===== config.mk =====
export PLATFORM = sky130hd
export DESIGN_NAME = mmio_uart_tx
export DESIGN_NICKNAME = d
export VERILOG_FILES = /design/src/rtl/mmio_uart_tx.sv
export SDC_FILE = /design/constraint.sdc
export NUM_CORES = 1
export LEC_CHECK = 0
export CAP_MARGIN = 20
export CORE_ASPECT_RATIO = 1.5
export CORE_MARGIN = 4
export CORE_UTILIZATION = 53
export CTS_CLUSTER_DIAMETER = 200
export DETAILED_ROUTE_END_ITERATION = 8
export PLACE_DENSITY = 0.87
export SLEW_MARGIN = 25
export SYNTH_ARGS = -nofsm -noshare
export SYNTH_HDL_FRONTEND = slang
export SYNTH_SLANG_ARGS = --single-unit
export TNS_END_PERCENT = 10

===== constraint.sdc =====
create_clock -name clk -period 5.59 [get_ports clk]
set_input_delay 0.8385 -clock clk [delete_from_list [all_inputs] [get_ports clk]]
set_output_delay 0.8385 -clock clk [all_outputs]
set_load 0.02 [all_outputs]

===== src/rtl/mmio_uart_tx.sv =====
// Memory-mapped 8N1 UART transmitter: TXDATA store path feeds a small FIFO,
// STATUS is read combinationally. Optional even parity via `UART_PARITY_EN.
module mmio_uart_tx #(
    parameter int unsigned CLKS_PER_BIT = 434,
    parameter int unsigned FIFO_DEPTH   = 4,
    parameter logic [9:0]  BASE_ADDR    = 10'h3F0
) (
    input  logic        clk,
    input  logic        reset,
    input  logic [9:0]  address,
    input  logic [31:0] data_in,
    input  logic [3:0]  width,
    input  logic        write_mem,
    output logic [31:0] data_out,
    output logic        tx
);

    localparam int unsigned BAUD_W = $clog2(CLKS_PER_BIT);
    localparam int unsigned PTR_W  = $clog2(FIFO_DEPTH);
    localparam logic [BAUD_W-1:0] BAUD_LAST = BAUD_W'(CLKS_PER_BIT - 1);
    localparam logic [3:0]        DEPTH_CNT = 4'(FIFO_DEPTH);

    typedef enum logic [2:0] {
        S_IDLE,
        S_START,
        S_DATA,
`ifdef UART_PARITY_EN
        S_PARITY,
`endif
        S_STOP
    } state_e;

    state_e            state_q, state_d;
    logic [BAUD_W-1:0] baud_q, baud_d;
    logic [2:0]        bit_q, bit_d;
    logic [7:0]        shift_q, shift_d;
    logic              tx_q, tx_d;
`ifdef UART_PARITY_EN
    logic              parity_q, parity_d;
`endif
    logic [7:0]        mem_q [FIFO_DEPTH];
    logic [7:0]        mem_d [FIFO_DEPTH];
    logic [PTR_W-1:0]  wr_ptr_q, wr_ptr_d;
    logic [PTR_W-1:0]  rd_ptr_q, rd_ptr_d;
    logic [3:0]        count_q, count_d;
    logic              overflow_q, overflow_d;

    logic txdata_sel, status_sel, full, empty, busy;
    logic push_req, accept, pop, drop, clr_ovf, baud_last;

    logic unused_bits;
    assign unused_bits = ^{address[1:0], data_in[31:8], width[3:1]};

    // Address decode, FIFO handshakes and overflow conditions
    always_comb begin
        txdata_sel = (address[9:2] == BASE_ADDR[9:2]);
        status_sel = (address[9:2] == BASE_ADDR[9:2] + 8'd1);
        full       = (count_q == DEPTH_CNT);
        empty      = (count_q == 4'd0);
        busy       = (state_q != S_IDLE);
        pop        = (state_q == S_IDLE) && !empty;
        push_req   = write_mem && txdata_sel && width[0];
        accept     = push_req && (!full || pop);
        drop       = push_req && full && !pop;
        clr_ovf    = write_mem && status_sel && width[0] && data_in[3];
        baud_last  = (baud_q == BAUD_LAST);
    end

    // Combinational STATUS read; TXDATA and unmapped addresses read zero
    always_comb begin
        data_out = 32'h0;
        if (status_sel) begin
            data_out = {24'h0, count_q, overflow_q, empty, full, busy};
        end
    end

    // FIFO pointers, storage, occupancy and sticky overflow (set beats clear)
    always_comb begin
        mem_d    = mem_q;
        wr_ptr_d = wr_ptr_q;
        rd_ptr_d = rd_ptr_q;
        if (accept) begin
            mem_d[wr_ptr_q] = data_in[7:0];
            wr_ptr_d        = wr_ptr_q + PTR_W'(1);
        end
        if (pop) begin
            rd_ptr_d = rd_ptr_q + PTR_W'(1);
        end
        count_d    = count_q + 4'(accept) - 4'(pop);
        overflow_d = overflow_q;
        if (drop) begin
            overflow_d = 1'b1;
        end else if (clr_ovf) begin
            overflow_d = 1'b0;
        end
    end

    // Shifter next state; tx is registered alongside the state it belongs to
    always_comb begin
        state_d  = state_q;
        baud_d   = baud_q;
        bit_d    = bit_q;
        shift_d  = shift_q;
        tx_d     = tx_q;
`ifdef UART_PARITY_EN
        parity_d = parity_q;
`endif
        case (state_q)
            S_IDLE: begin
                tx_d = 1'b1;
                if (pop) begin
                    state_d  = S_START;
                    shift_d  = mem_q[rd_ptr_q];
                    baud_d   = '0;
                    tx_d     = 1'b0;
`ifdef UART_PARITY_EN
                    parity_d = ^mem_q[rd_ptr_q];
`endif
                end
            end
            S_START: begin
                if (baud_last) begin
                    state_d = S_DATA;
                    baud_d  = '0;
                    bit_d   = 3'd0;
                    tx_d    = shift_q[0];
                end else begin
                    baud_d = baud_q + BAUD_W'(1);
                end
            end
            S_DATA: begin
                if (baud_last) begin
                    baud_d = '0;
                    if (bit_q == 3'd7) begin
`ifdef UART_PARITY_EN
                        state_d = S_PARITY;
                        tx_d    = parity_q;
`else
                        state_d = S_STOP;
                        tx_d    = 1'b1;
`endif
                    end else begin
                        shift_d = shift_q >> 1;
                        bit_d   = bit_q + 3'd1;
                        tx_d    = shift_q[1];
                    end
                end else begin
                    baud_d = baud_q + BAUD_W'(1);
                end
            end
`ifdef UART_PARITY_EN
            S_PARITY: begin
                if (baud_last) begin
                    state_d = S_STOP;
                    baud_d  = '0;
                    tx_d    = 1'b1;
                end else begin
                    baud_d = baud_q + BAUD_W'(1);
                end
            end
`endif
            S_STOP: begin
                if (baud_last) begin
                    state_d = S_IDLE;
                    baud_d  = '0;
                    tx_d    = 1'b1;
                end else begin
                    baud_d = baud_q + BAUD_W'(1);
                end
            end
            default: begin
                state_d = S_IDLE;
                baud_d  = '0;
                tx_d    = 1'b1;
            end
        endcase
    end

    // State registers; FIFO storage needs no reset since count gates its use
    always_ff @(posedge clk) begin
        if (reset) begin
            state_q    <= S_IDLE;
            baud_q     <= '0;
            bit_q      <= 3'd0;
            shift_q    <= 8'h0;
            tx_q       <= 1'b1;
`ifdef UART_PARITY_EN
            parity_q   <= 1'b0;
`endif
            wr_ptr_q   <= '0;
            rd_ptr_q   <= '0;
            count_q    <= 4'd0;
            overflow_q <= 1'b0;
        end else begin
            state_q    <= state_d;
            baud_q     <= baud_d;
            bit_q      <= bit_d;
            shift_q    <= shift_d;
            tx_q       <= tx_d;
`ifdef UART_PARITY_EN
            parity_q   <= parity_d;
`endif
            wr_ptr_q   <= wr_ptr_d;
            rd_ptr_q   <= rd_ptr_d;
            count_q    <= count_d;
            overflow_q <= overflow_d;
        end
        mem_q <= mem_d;
    end

    assign tx = tx_q;

endmodule


; ---- Word level (Yosys, flattened, before mapping)
; Cells that the tools add are included.
[op_classes]
add_sub_neg = 6
order_cmp = 3
eq_ne = 14
n_mux = 31
n_bitwise = 2
n_reduce_logical = 25
[ops]
columns = operator, count
row1 = $mux W8, 7
row2 = $bwmux W32, 1
row3 = $mux W3, 7
row4 = $mux W9, 2
row5 = $pmux W9 S2, 1
row6 = $bmux W8 S2, 1
row7 = $demux W8 S2, 1
row8 = $eq A8 B8 Y1 const B, 2
row9 = $pmux W8 S2, 1
row10 = $ne A2 B2 Y1 const B, 6
row11 = $pmux W3 S4, 1
row12 = $logic_and A1 B1 Y1, 10
row13 = $add A9 B1 Y9 const B, 1
row14 = $eq A9 B9 Y1 const B, 1
row15 = $reduce_and A4 Y1, 2
row16 = $mux W1, 7
row17 = $eq A3 B2 Y1 const B, 2
row18 = $ge A3 B3 Y1 const B, 2
row19 = $not A2 Y3, 2
row20 = $pmux W3 S2, 1
row21 = $reduce_bool A2 Y1, 3
row22 = $reduce_and A5 Y1, 1
row23 = $add A2 B1 Y2 const B, 2
row24 = $add A4 B1 Y4, 1
row25 = other kinds (14), 16
[totals]
regBits = 65
input_bits = 49
out_inout_bits = 33
wordCells = 94

; ---- Logic depth before layout (Yosys ltp)
; Gate-level depths: netlist of run 1.
[logic_depth]
ltp_word = 7
mapped_depth = 13
ltp_nobuf = 12

; ---- Least setup slack after synthesis of run 1
; Ideal clock, no wire load.
[synth_path]
kind = input port to flip-flop
from = in address[8]
to = reg count_q[2]
setup_time_ns = 0.128
arrival_time_ns = 2.603
required_ns = 5.462
slack_ns = 2.859
cell_stages = 9
n_path_buf = 0
cell_sequence = nand4_1 a2111oi_4 inv_1 ha_1 inv_1 ha_1 fa_1 xnor2_1 nor2_1
[synth_via]
elab_chain_len = 6
[synth_lines]
columns = element, line_no
row1 = from (decl), 10  ; input logic [9:0] address,
row2 = $eq A8 B8 Y1, 56  ; txdata_sel = (address[9:2] == BASE_ADDR[9:2]);
row3 = $logic_and A1 B1 Y1 (2 in a row), 62  ; push_req = write_mem && txdata_sel && width[0];
row4 = $logic_and A1 B1 Y1, 63  ; accept = push_req && (!full || pop);
row5 = $add A4 B1 Y4, 89  ; count_d = count_q + 4'(accept) - 4'(pop);
row6 = $sub A4 B1 Y4, 89
row7 = to (signal assigned), 205  ; count_q <= count_d;
row8 = to (decl), 45  ; logic [3:0] count_q, count_d;
; No other way between the ends.
; A chain may end at the register's enable or synchronous reset.

; ---- Worst setup path in the final report of run 1
[layout_path]
from = in address[8]
to = out data_out[0]
[layout_via]
elab_chain_len = 2
[layout_lines]
columns = element, line_no
row1 = $eq A8 B8 Y1, 57  ; status_sel = (address[9:2] == BASE_ADDR[9:2] + 8'd1);
row2 = $mux W8, 72  ; if (status_sel) begin
row3 = to (decl), 14  ; output logic [31:0] data_out,
; No other way between the ends.

==> results of run 1 <==
worst min path at each step:
stage	slack, ns	startpoint	cells after the start	endpoint
3_5_place_dp	0.46	tx	1	tx
5_1_grt	0.49	shift_q[4]	2	shift_q[4]
6_report	0.46	shift_q[3]	2	shift_q[3]
3_3_place_gp	0.44	shift_q[2]	2	shift_q[2]
4_1_cts	0.47	shift_q[3]	2	shift_q[3]
2_1_floorplan	0.43	shift_q[2]	2	shift_q[2]
metrics by stage:
| step | worst slack (ns) | power [mW] |
|---|---|---|
| global placement | 2.21 | 1.16 |
| detailed placement | 2.19 | 1.19 |
| finish | 2.27 | 1.63 |
| CTS | 2.26 | 1.64 |
| global route | 2.14 | 1.74 |
| floorplan | 2.86 | 1.10 |
worst max-delay path: cells and delay by family:
family	cells	cell delay [ns]
buffers and inverters	2	1.09
AND/OR/NAND/NOR	3	0.55
synthesized netlist by cell type, types with 2 or more instances:
| library cell | count | area share (%) |
|---|---|---|
| buf_2 | 2 | 0.30 |
| nor2b_1 | 11 | 2.1 |
| xnor2_1 | 4 | 1.0 |
| a41oi_1 | 3 | 0.79 |
| o21ai_0 | 4 | 0.60 |
| mux4_2 | 8 | 5.4 |
| nor2_1 | 20 | 2.2 |
| nand2_1 | 6 | 0.67 |
| nor3_1 | 3 | 0.45 |
| a211oi_1 | 7 | 1.6 |
| inv_1 | 21 | 2.4 |
| buf_4 | 26 | 5.8 |
| nand3_1 | 10 | 1.5 |
| and2_1 | 8 | 1.5 |
| mux2i_1 | 3 | 0.90 |
| a2111oi_0 | 7 | 1.8 |
| ha_1 | 19 | 7.1 |
| nand4_1 | 2 | 0.37 |
| and3_1 | 2 | 0.37 |
| buf_6 | 3 | 1.0 |
| a311oi_1 | 7 | 1.8 |
| nand2b_1 | 7 | 1.3 |
| nand3b_1 | 3 | 0.67 |
| clkbuf_1 | 8 | 0.90 |
| edfxtp_1 | 32 | 29 |
| a21oi_1 | 11 | 1.6 |
| dfxtp_1 | 32 | 19 |
routing by layer:
layer | vias up | part of all wire, %
met5 | - | 0
met4 | 0 | 2.4
met3 | 14 | 3.9
met2 | 64 | 57
met1 | 1083 | 37
li1 | 1066 | -
cell families (layout without fill, tap and decap cells):
logic type,Yosys count,after routing
xor gates and xnor gates,5,5
DFF,64,64
other,1,24
and+or+nand+nor,81,81
adders and majority gates,20,20
AOI/OAI and AO/OA,51,51
muxes,12,12
buffers and inverters,60,66
power by group through the flow:
stage | Combinational (mW) | Clock (mW) | Sequential, mW
after floorplan | 0.510 | 0 | 0.589
after global placement | 0.539 | 0 | 0.618
after detailed placement | 0.568 | 0 | 0.620
after CTS | 0.576 | 0.455 | 0.611
after global routing | 0.646 | 0.478 | 0.620
final | 0.573 | 0.451 | 0.610
sequential cells by signal, indices dropped and copies added (netlist names):
name / flops
baud_q: 9
bit_q: 3
count_q: 4
mem_q: 32
overflow_q: 1
rd_ptr_q: 2
shift_q: 8
state_q: 2
tx: 1
wr_ptr_q: 2
cell type report:
| type | instances | area [um2] |
|---|---|---|
| clock inverters | 7 | 103 |
| inverters | 21 | 78.8 |
| clock buffers | 9 | 124 |
| well taps | 74 | 92.6 |
| multi-input cells | 193 | 1480 |
| repair buffers | 29 | 288 |
| flip-flops and latches | 64 | 1600 |
| fillers | 474 | 2360 |
==> qor.yml, run 1 <==
synth:
  synth_mux_area_share_pct: 6.63
  ys.warnings.count: 0
  synth-xor-area-share_pct: 1.31
  synth-seq-cells: 64
  synth-simple-area-share_pct: 13.7
  synth_top_family_by_area: "simple AND/OR/NAND/NOR gates"
  yosys.area_share.adder_pct: 7.71
  async_flop_share_pct: 0
  yosysSeqAreaShare_pct: 47.9
  ys_types: 52
  ys.flop_type: "edfxtp_1"
  synth_edf_count: 32
  syn_avg_cell_area_um2: 11.4
  synth_area_mm2: 0.00334
  synth_compound_area_share_pct: 12.2
  syn_inst: 294
grt:
  grtUsageMet2_pct: 32.3
  grt_use_met1_pct: 17.4
  overflow: 0
  antenna_found_initial: 0
  busiest_layer: "met2"
  met3_usage_pct: 3.05
  grt_max_degree: 35
  grt_pass1_wl_um: 10100
  grt_usage_pct: 17.3
  grt_pass1_vias: 2186
sta:
  whs_ns: 0.464
  fmax_mhz: 301
  relSlewSlack_pct: 47.3
  fin_setup_tns_ns: 0
  min_period_ns: 3.32
  min_period_over_period_pct: 59.4
  setup_viol: 0
  hold_viol: 0
  finClkSkew_ns: 0.0116
  tightest_slew_ns: 0.787
  rsz0062_at_grt: "false"
  drv_slew: 0
clock_tree:
  cts_sinks: 64
  cts_root_buf: "clkbuf_8"
  clock_latency_ns: 0.35
  ctsLongestPathBuffers: 2
  cts_tree: "yes"
  htree_num_levels: 3
  cts_hold_buf: 0
  cts_buffers: 9
  cts_resized: 0
  clkSlewWorstSetupHoldPaths_ns: 0.08
  cts_setup_buffers: 0
power_and_ir_drop:
  combPwrFrac_pct: 35.1
  power_frac_clock_pct: 27.6
  leakagePower_nw: 1.38
  p_sw_share_pct: 35.4
  power_switching_mw: 0.579
  p_seq_share_pct: 37.3
  powerDensity_mw_per_mm2: 434
  vdd_drop_max_v: 0.000288
  p_int_mw: 1.06
worst_setup_path:
  required_ns: 4.75
  crit_top_cell: "clkdlybuf4s50_1"
  crit_end: "data_out[0]"
  reg2reg_depth: 11
  reg2reg_to: "count_q[2]"
  critical_path_class: "input pin to primary output"
  worst-r2r-setup-slack_ns: 2.57
  slowest_delay_ns: 0.62
  cp_slowest_cell: "clkdlybuf4s50_1"
  r2r-start: "state_q[1]"
  critPathLaunchType: "input pin"
  crit_start: "address[8]"
  crit_path_max_fanout: 6
  crit_arrival_ns: 2.48
  path_cells: "clkdlybuf4s50_1 > and4_1 > nand3_1 > nor2_1 > clkdlybuf4s50_1"
  end_kind: "primary output"
outcome:
  status: "complete, no violations"
floorplan:
  die_x_um: 72.8
  coreArea_mm2: 0.00613
  num_rows: 35
  initial_core_util_pct: 54.5
  die_area_mm2: 0.00767
  die_height_um: 105
  ioPinCount: 82
drt:
  drtIter0Drc: 116
  totalWireLength_um: 6150
  final_antenna_net_count: 0
  vias: 2227
  viasPerCell: 5.61
  wl_per_cell_um: 15.5
  firstDrtPassIters: 4
  drcViolationCount: 0
placement:
  dp_hpwl_um: 4370
  port_buffers: 28
  placedInstanceArea_mm2: 0.00354
  gp_congestion: 0.831
  place_inst: 381
hold_path:
  hold_class: "flop to flop"
layout:
  fin_util_pct: 61.4
  fin_cells: 397
  diodes: 0
  mostFrequentLayoutCells: "dfxtp_1 (32), edfxtp_1 (32), clkdlybuf4s50_1 (28), conb_1 (24), inv_1 (21)"
  fin_nets: 387
  design_area_mm2: 0.00377
  drive_gt1_share_pct: 9.60
  area_growth_pct: 12.7
run:
  maxCapViolations: 0
(Power assumes the default switching activity.)
==> run 2, diff against run 1 <==
--- a/config.mk
+++ b/config.mk
@@ -8,10 +8,10 @@
 export CAP_MARGIN = 20
 export CORE_ASPECT_RATIO = 1.5
 export CORE_MARGIN = 4
-export CORE_UTILIZATION = 53
+export CORE_UTILIZATION = 50
 export CTS_CLUSTER_DIAMETER = 200
 export DETAILED_ROUTE_END_ITERATION = 8
-export PLACE_DENSITY = 0.87
+export PLACE_DENSITY = 0.83
 export SLEW_MARGIN = 25
 export SYNTH_ARGS = -nofsm -noshare
 export SYNTH_HDL_FRONTEND = slang
==> constraint.sdc (replaced) <==
create_clock -name clk -period 3.2 [get_ports clk]
set_input_delay 0.48 -clock clk [delete_from_list [all_inputs] [get_ports clk]]
set_output_delay 0.48 -clock clk [all_outputs]
set_load 0.02 [all_outputs]
==> run 2 against run 1 <==
  * Cell count is 1.5% higher
  * Critical path depth unchanged
  * Design area is 0.23% higher
  * Utilization fell by 3.2 points
  * Routed wire length down 4.6%
  * Via count down 2.8%
  * Total power grew 72%
==> qor.yml, run 2 (synthesized netlist as in run 1, its figures left out) <==
grt:
  overflow: 0
  grt_pass1_vias: 2146
  grt_pass1_wl_um: 9840
  antenna_found_initial: 0
  grt_max_degree: 26
  grt_usage_pct: 16.3
layout:
  reg.largest.list: "mem_q: 32 flops, baud_q: 9 flops, shift_q: 8 flops"
  area_growth_pct: 13.0
  fin_cells: 403
  largest-register: "mem_q"
  drive_gt1_share_pct: 10.7
  largest_register_ffs: 32
  fin_util_pct: 58.2
  diodes: 0
  mostFrequentLayoutCells: "dfxtp_1 (32), edfxtp_1 (32), clkdlybuf4s50_1 (28), conb_1 (24), inv_1 (21)"
  fin_nets: 391
sta:
  min_period_ns: 2.67
  tightest_slew_ns: 0.925
  relSlewSlack_pct: 38.1
  fmax_mhz: 375
  fin_setup_tns_ns: 0
  finClkSkew_ns: 0.0108
  hold_viol: 0
  whs_ns: 0.463
  min_period_over_period_pct: 83.4
  drv_slew: 0
  rsz0062_at_grt: "false"
  setup_viol: 0
worst_setup_path:
  reg2reg_to: "count_q[2]"
  reg2reg_depth: 11
  crit_path_max_fanout: 3
  required_ns: 2.72
  critPathLaunchType: "flop"
  end_kind: "primary output"
  critical_path_class: "flop to primary output"
  worst-r2r-setup-slack_ns: 0.60
  r2r-start: "count_q[2]"
  crit_start: "count_q[3]"
  crit_arrival_ns: 2.19
power_and_ir_drop:
  leakagePower_nw: 1.38
  total_power_mw: 2.81
  vdd_drop_max_v: 0.000462
  powerDensity_mw_per_mm2: 743
drt:
  wl_per_cell_um: 14.6
  firstDrtPassIters: 4
  drtIter0Drc: 125
  final_antenna_net_count: 0
  totalWireLength_um: 5870
  drcViolationCount: 0
  viasPerCell: 5.37
  vias: 2164
hold_path:
  whs_path_depth: 2
  min_from: "shift_q[3]"
  min_to: "shift_q[3]"
  hold_class: "flop to flop"
placement:
  dp_hpwl_um: 4250
  place_inst: 387
  port_buffers: 28
  gp_congestion: 0.790
clock_tree:
  cts_root_buf: "clkbuf_8"
  cts_buffers: 9
  cts_setup_buffers: 0
  cts_tree: "yes"
  clkSlewWorstSetupHoldPaths_ns: 0.08
  cts_sinks: 64
  clock_latency_ns: 0.35
  ctsLongestPathBuffers: 2
  cts_hold_buf: 0
  cts_resized: 0
  htree_num_levels: 3
floorplan:
  initial_core_util_pct: 51.5
  die_height_um: 108
  ioPinCount: 82
  die_area_mm2: 0.00808
  num_rows: 36
  die_x_um: 74.8
  coreArea_mm2: 0.00649
outcome:
  status: "complete, no violations"
run:
  maxCapViolations: 0
-- run 2: changes by cell type in the layout (fill, tap and decap cells not counted), sizes merged --
cell | before | now
clkinvlp | 1 | 3
clkinv | 2 | 1
buf | 1 | 5
bufinv | 2 | 1
-- run 2: where the power goes --
group / internal, mW / switching (mW) / leakage [nW]
clock: 0.366 / 0.342 / 0.0925
combinational: 0.471 / 0.563 / 0.740
sequential: 0.958 / 0.106 / 0.550
total: 1.79 / 1.01 / 1.38
-- run 2: layout make-up --
class	count	area (um2)
repair buffers	33	318
flip-flops and latches	64	1600
inverters	21	78.8
well taps	76	95.1
clock inverters	7	78.8
multi-input cells	193	1480
fillers	524	2710
clock buffers	9	124
-- run 2: per-stage QoR --
stage,setup WS (ns),area (um2)
after global placement,0.334,3570
final,0.532,3770
after CTS,0.492,3770
after floorplan,0.598,3430
after global routing,0.406,3770
after detailed placement,0.267,3570
-- run 2: worst max-delay path by stage --
stage                     slack [ns]  depth (start not counted)          end
after floorplan                 0.60                         12   count_q[2]
after global placement          0.33                         10   count_q[2]
after detailed placement        0.27                         10   count_q[2]
after CTS                       0.49                          5  data_out[1]
after global routing            0.41                          5  data_out[1]
final                           0.53                          5  data_out[1]
-- run 2: worst max-delay path, stage by stage (launching register included) --
cell and delay, ns:
dfxtp_1 0.30, inv_1 0.08, ha_1 0.15, nor3b_1 0.49
and2_1 0.21, clkdlybuf4s50_1 0.60
-- run 2: routing by layer --
layer | vias to the layer above | GRT usage (%) | share of wire [%]
li1 | 1074 | - | -
met4 | 0 | 7.25 | 2.0
met1 | 1032 | 17.6 | 40
met5 | - | 0 | 0
met3 | 9 | 4.47 | 4.1
met2 | 49 | 28.9 | 54
==> RTL change 1, RTL diff (settings of run 1) <==
Register the input `data_in` before use. The logic sees it one clock later. The other inputs are not delayed to match.
--- a/src/rtl/mmio_uart_tx.sv
+++ b/src/rtl/mmio_uart_tx.sv
@@ -32,2 +32,8 @@
 
+    logic [31:0] data_q;
+
+    always_ff @(posedge clk) begin
+        data_q <= data_in;
+    end
+
     state_e            state_q, state_d;
@@ -51,3 +57,3 @@
     logic unused_bits;
-    assign unused_bits = ^{address[1:0], data_in[31:8], width[3:1]};
+    assign unused_bits = ^{address[1:0], data_q[31:8], width[3:1]};
 
@@ -64,3 +70,3 @@
         drop       = push_req && full && !pop;
-        clr_ovf    = write_mem && status_sel && width[0] && data_in[3];
+        clr_ovf    = write_mem && status_sel && width[0] && data_q[3];
         baud_last  = (baud_q == BAUD_LAST);
@@ -82,3 +88,3 @@
         if (accept) begin
-            mem_d[wr_ptr_q] = data_in[7:0];
+            mem_d[wr_ptr_q] = data_q[7:0];
             wr_ptr_d        = wr_ptr_q + PTR_W'(1);
Behaviour: not the same (a bounded check fails within 10 cycles, from zero or initial values and one cycle with reset high).
==> RTL change 1 against run 1 <==
  * Power up 4.0%
  * Area after synthesis grew 3.6%
  * Final area grew 3.7%
  * Fmax fell by 7.7%
  * Sequential power up 11%
  * Sequential cell count rose by 8
  * Via count shrank 1.9%
  * Setup slack lost 0.28 ns
  * First-iteration DRC count shrank 0.86%
  * Routed wire length fell by 2.1%
  * Critical path type unchanged
==> RTL change 1: results (changes against run 1) <==
routed_wire_length_per_instance_um: 15.1  # -2.3%
number_of_global_route_vias_before_repair: 2267  # +3.7%
synthMuxAreaShare_pct: 8.06  # +1.4 points
post_cts.repair.setup_buffers: 0  # unchanged
synth_area_per_cell_um2: 11.9  # +4.3%
port_buffers: 28  # unchanged
clk_transition_reported_paths_ns: 0.08  # about the same
synth.distinct_cells: 49  # -5.8%
root_buffer: "sky130_fd_sc_hd__clkbuf_8"
iteration_0_drc_markers: 115  # -0.86%
track_usage_pct: 16.8  # -0.51 points
status: "complete, no violations"
post_synth_main_area_contributors: "sky130_fd_sc_hd__edfxtp_1 28%, sky130_fd_sc_hd__dfxtp_1 23%, sky130_fd_sc_hd__ha_1 7.2%, sky130_fd_sc_hd__buf_4 5.4%, sky130_fd_sc_hd__mux4_2 5.2%"
area_fraction_in_compound_gates_after_synthesis_pct: 8.24  # -4.0 points
hpwl_um: 4430  # +1.3%
crit_slowest_cell: "sky130_fd_sc_hd__clkdlybuf4s50_1"
nFillCells: 496  # +4.6%
postSynth.topFlopCell: "sky130_fd_sc_hd__dfxtp_1"
post-place-cells: 382  # +0.26%
hold_class: "reg2reg"
vias: 2185  # -1.9%
timing.critical_path.max_delay_family: "buffers and inverters"
synthXorXnorAreaFrac_pct: 2.78  # +1.5 points
worst-endpoint-arrival_ns: 2.76  # +0.28 ns
globalRoute.totalOverflow: 0  # unchanged
source_to_sink_clock_delay_at_the_later_pin_of_the_worst_skew_pair_ns: 0.36
finClkSkew_ns: 0.0153  # +0.00373 ns
nNetsFinal: 389  # +0.52%
synth-edff-count: 32  # unchanged
layout_top_registers: "mem_q x32, baud_q x9"
dp_slack_ns: 1.98  # -0.205 ns
antenna_found_initial: 0  # unchanged
grt_first_pass_wirelength_um: 10100  # about the same
post_cts_resize_count: 0  # unchanged
htree_num_levels: 3  # unchanged
route.detailed.vias_per_inst: 5.49  # -2.1%
path_max_fanout: 6  # unchanged
synth-warning-count: 0  # unchanged
cts.path.max_buffers: 2  # unchanged
power.leakage_nw: 1.44  # +4.1%
n_antenna_cell: 0  # unchanged
cp_slowest_stage_delay_ns: 0.61
synth_adder_area_share_pct: 7.81  # +0.097 points
async_flop_share_pct: 0  # unchanged
grt_start_max_net_pins: 25  # -29%
timing.max_slew.rel_slack_pct: 34.4  # -13 points
yosysSeqAreaShare_pct: 50.9  # +3.0 points
cts_buffers: 9  # unchanged
power.ir.vdd_worst_uv: 369  # +28%
drt-pass1-iter-count: 4  # unchanged
finalWeightedCongestion: 0.731  # -12%
postPlaceCellArea_um2: 3670  # +3.8%
synth.top_cells.by_count: "40 x sky130_fd_sc_hd__dfxtp_1, 32 x sky130_fd_sc_hd__edfxtp_1, 25 x sky130_fd_sc_hd__buf_4"
layout-drive-gt1-share_pct: 12.0  # +2.4 points
[RTL change 1: cell types whose count changed after synthesis, moves of 4 or more]
| cell | run 1 | this run |
|---|---|---|
| sky130_fd_sc_hd__dfxtp_1 | 32 | 40 |
| sky130_fd_sc_hd__mux2_2 | 1 | 7 |
| sky130_fd_sc_hd__a211oi_1 | 7 | 2 |
| sky130_fd_sc_hd__nor2b_1 | 11 | 4 |
| sky130_fd_sc_hd__a21oi_1 | 11 | 16 |
| sky130_fd_sc_hd__clkbuf_1 | 8 | 4 |
| sky130_fd_sc_hd__a2111oi_0 | 7 | 0 |
[RTL change 1: where the power goes]
group          leakage (nW)  internal, mW  switching [mW]
logic                 0.705         0.258           0.291
registers             0.617         0.611          0.0661
clock network         0.114         0.260           0.214
[RTL change 1: kinds of logic (layout without fill, tap and decap cells)]
logic type / count (synthesis) / count (layout)
other: 1 / 24
buffers and inverters: 54 / 63
muxes: 17 / 17
AOI/OAI and AO/OA: 40 / 40
DFF: 72 / 72
xor gates and xnor gates: 11 / 11
and+or+nand+nor: 76 / 76
adders and majority gates: 21 / 21
[RTL change 1: layer usage]
metal	track usage (%)	vias up	share of wire, %
met3	2.72	15	4.5
met4	9.46	0	2.8
met5	0	-	0
met1	16.9	1066	35
li1	-	1053	-
met2	31.2	51	57
[RTL change 1: worst reg2reg max path, cell delays in order (launching register included)]
cell	delay (ns)
sky130_fd_sc_hd__dfxtp_1	0.35
sky130_fd_sc_hd__inv_1	0.15
sky130_fd_sc_hd__ha_1	0.33
sky130_fd_sc_hd__nand2b_1	0.17
sky130_fd_sc_hd__a2111oi_4	0.57
sky130_fd_sc_hd__inv_1	0.09
sky130_fd_sc_hd__ha_1	0.29
sky130_fd_sc_hd__inv_1	0.04
sky130_fd_sc_hd__ha_1	0.20
sky130_fd_sc_hd__fa_1	0.39
sky130_fd_sc_hd__xnor2_1	0.16
sky130_fd_sc_hd__nor2_1	0.06
[RTL change 1: area by class of cell]
class	count	area, um2	area share [%]
Multi-Input combinational cell	189	1470	37.6
Inverter	19	71.3	1.83
Tap cell	74	92.6	2.37
Clock buffer	9	124	3.17
Timing Repair Buffer	28	280	7.17
Sequential cell	72	1760	45.1
Clock inverter	7	108	2.75
[RTL change 1: path summary, 6_finish.rpt]
kind / start / to / slack, ns / cells after the start
setup / recovery: address[6] / data_out[5] / 1.99 / 5
hold / removal: shift_q[0] / shift_q[0] / 0.48 / 2
setup reg to reg: state_q[0] / count_q[2] / 2.64 / 11
hold reg to reg: shift_q[0] / shift_q[0] / 0.48 / 2
==> RTL change 2, RTL diff (flow settings as in run 1) <==
Without the edit above. Add a define of `UART_PARITY_EN`.
--- a/src/rtl/mmio_uart_tx.sv
+++ b/src/rtl/mmio_uart_tx.sv
@@ -2,2 +2,4 @@
 // STATUS is read combinationally. Optional even parity via `UART_PARITY_EN.
+`define UART_PARITY_EN
+
 module mmio_uart_tx #(
Formal check against the unedited RTL: no difference found for any inputs over 10 cycles, from zero or initial values and one cycle with reset high; that may be too few to reach the edited logic, so the function may still have changed.
==> RTL change 2 against run 1 <==
  * Area after synthesis shrank 1.2%
  * Sequential power rose by 5.6%
  * Sequential share of layout area up 2.0 points
  * Via count fell by 6.8%
  * Die area is 1.1% lower
  * Routed wire length shrank 8.5%
  * Final area down 2.1%
  * Sequential cell count grew 2
  * Utilization decreased by 0.85 points
  * Power is 5.9% lower
  * Setup slack worse by 0.31 ns
==> RTL change 2: results (changes against run 1) <==
cts.path.max_buffers: 2  # unchanged
vias: 2076  # -6.8%
synth.distinct_cells: 49  # -5.8%
finalWeightedCongestion: 0.775  # -6.7%
power_switching_share_pct: 35.6  # +0.18 points
worstHoldStart: "bit_q[2]"
source_to_sink_clock_delay_at_the_later_pin_of_the_worst_skew_pair_ns: 0.34
worst-endpoint-arrival_ns: 2.80  # +0.32 ns
track_usage_pct: 16.3  # -1.0 points
power.leakage_nw: 1.30  # -6.1%
yosysSeqAreaShare_pct: 49.7  # +1.8 points
status: "complete, no violations"
timing.max_slew.rel_slack_pct: 31.8  # -16 points
timing.hold.worst_endpoint: "bit_q[2]"
timing.critical_path.max_delay_family: "buffers and inverters"
routed_wire_length_per_instance_um: 14.2  # -8.2%
layout-drive-gt1-share_pct: 11.5  # +1.9 points
crit_slowest_cell: "sky130_fd_sc_hd__clkdlybuf4s50_1"
ff2ff_setup_slack_ns: 2.62  # +0.05 ns
power.ir.vdd_worst_uv: 302  # +5.0%
finClkSkew_ns: 0.0126  # +0.00100 ns
nNetsFinal: 381  # -1.6%
reg2regPathDepth: 14  # +3
hpwl_um: 4210  # -3.6%
worstHoldPathCells: 2  # unchanged
grt_first_pass_wirelength_um: 9470  # -6.0%
post_synth_main_area_contributors: "sky130_fd_sc_hd__edfxtp_1 29%, sky130_fd_sc_hd__dfxtp_1 21%, sky130_fd_sc_hd__buf_4 5.7%, sky130_fd_sc_hd__mux4_2 5.5%, sky130_fd_sc_hd__ha_1 5.3%"
path_max_fanout: 7  # +1
synth.top_cells.by_count: "36 x sky130_fd_sc_hd__nor2_1, 34 x sky130_fd_sc_hd__dfxtp_1, 32 x sky130_fd_sc_hd__edfxtp_1"
iteration_0_drc_markers: 163  # +41%
grt_start_max_net_pins: 27  # -23%
startpoint_of_the_most_critical_register_to_register_path: "count_q[2]"
finalHoldWorstSlack_ns: 0.462  # -0.00225 ns
postSynth.topFlopCell: "sky130_fd_sc_hd__dfxtp_1"
antenna_found_initial: 0  # unchanged
RTL change 2: cell count changes in the layout (fill, tap and decap cells not counted), moves of 7 or more:
| cell | delta |
|---|---|
| sky130_fd_sc_hd__a2111oi_0 | -7 |
| sky130_fd_sc_hd__inv_1 | -10 |
| sky130_fd_sc_hd__mux2i_1 | +8 |
| sky130_fd_sc_hd__nand2_1 | +12 |
| sky130_fd_sc_hd__nor2_1 | +16 |
| sky130_fd_sc_hd__nor2b_1 | -10 |
| sky130_fd_sc_hd__xnor2_1 | +10 |
RTL change 2: cell type report:
class	count	area, um2
Inverter	12	45.0
Timing Repair Buffer	28	275
Clock inverter	7	52.6
Tap cell	74	92.6
Multi-Input combinational cell	200	1460
Clock buffer	9	124
Fill cell	481	2400
Sequential cell	66	1640
RTL change 2: through the flow:
stage	std cells	area (um2)	setup WS, ns	utilization [%]
final	396	3690	1.96	60.6
after CTS	396	3690	1.96	60.7
after global placement	380	3520	1.98	57.8
after floorplan	313	3390	2.83	-
after global routing	396	3690	1.81	60.6
after detailed placement	380	3520	1.94	57.8
RTL change 2: cell families (layout without fill, tap and decap cells):
family                   count (synthesis)  count (layout)  share of synthesized area (%)
other                                    1              24                          0.114
flip-flops                              66              66                           49.7
adder cells (fa/ha/maj)                 15              15                           5.91
AO/OA/AOI/OAI                           28              28                           6.59
buffers and inverters                   47              56                           8.83
multiplexers                            19              19                           8.79
XOR/XNOR                                20              20                           5.30
AND/OR/NAND/NOR                         94              94                           14.8
RTL change 2: how the worst max path moves through the flow:
stage	startpoint	endpoint	slack (ns)	cells past startpoint
global placement	address[4]	data_out[0]	1.98	6
detailed placement	address[2]	count_q[2]	1.94	12
finish	address[7]	data_out[0]	1.96	6
floorplan	address[5]	count_q[2]	2.83	11
global route	address[4]	data_out[0]	1.81	6
CTS	address[7]	data_out[0]	1.96	6
RTL change 2: layer usage:
| metal | share of wire (%) | global-route usage [%] | up-vias |
|---|---|---|---|
| met4 | 2.5 | 8.84 | 0 |
| met1 | 39 | 19.0 | 995 |
| met5 | 0 | 0 | - |
| li1 | - | - | 1019 |
| met2 | 53 | 27.3 | 51 |
| met3 | 5.3 | 3.27 | 11 |
RTL change 2: worst min-delay path, delay by kind of cell (launching register included):
| kind | cells | cell delay (ns) |
|---|---|---|
| simple gates | 1 | 0.05 |
| compound gates | 1 | 0.05 |
| flops | 1 | 0.32 |
RTL change 2: power groups by stage:
| stage | Clock, mW | Combinational [mW] | Sequential, mW |
|---|---|---|---|
| finish | 0.354 | 0.540 | 0.644 |
| global route | 0.386 | 0.604 | 0.655 |
| CTS | 0.367 | 0.546 | 0.645 |
| detailed placement | 0 | 0.541 | 0.655 |
| global placement | 0 | 0.515 | 0.652 |
| floorplan | 0 | 0.496 | 0.615 |
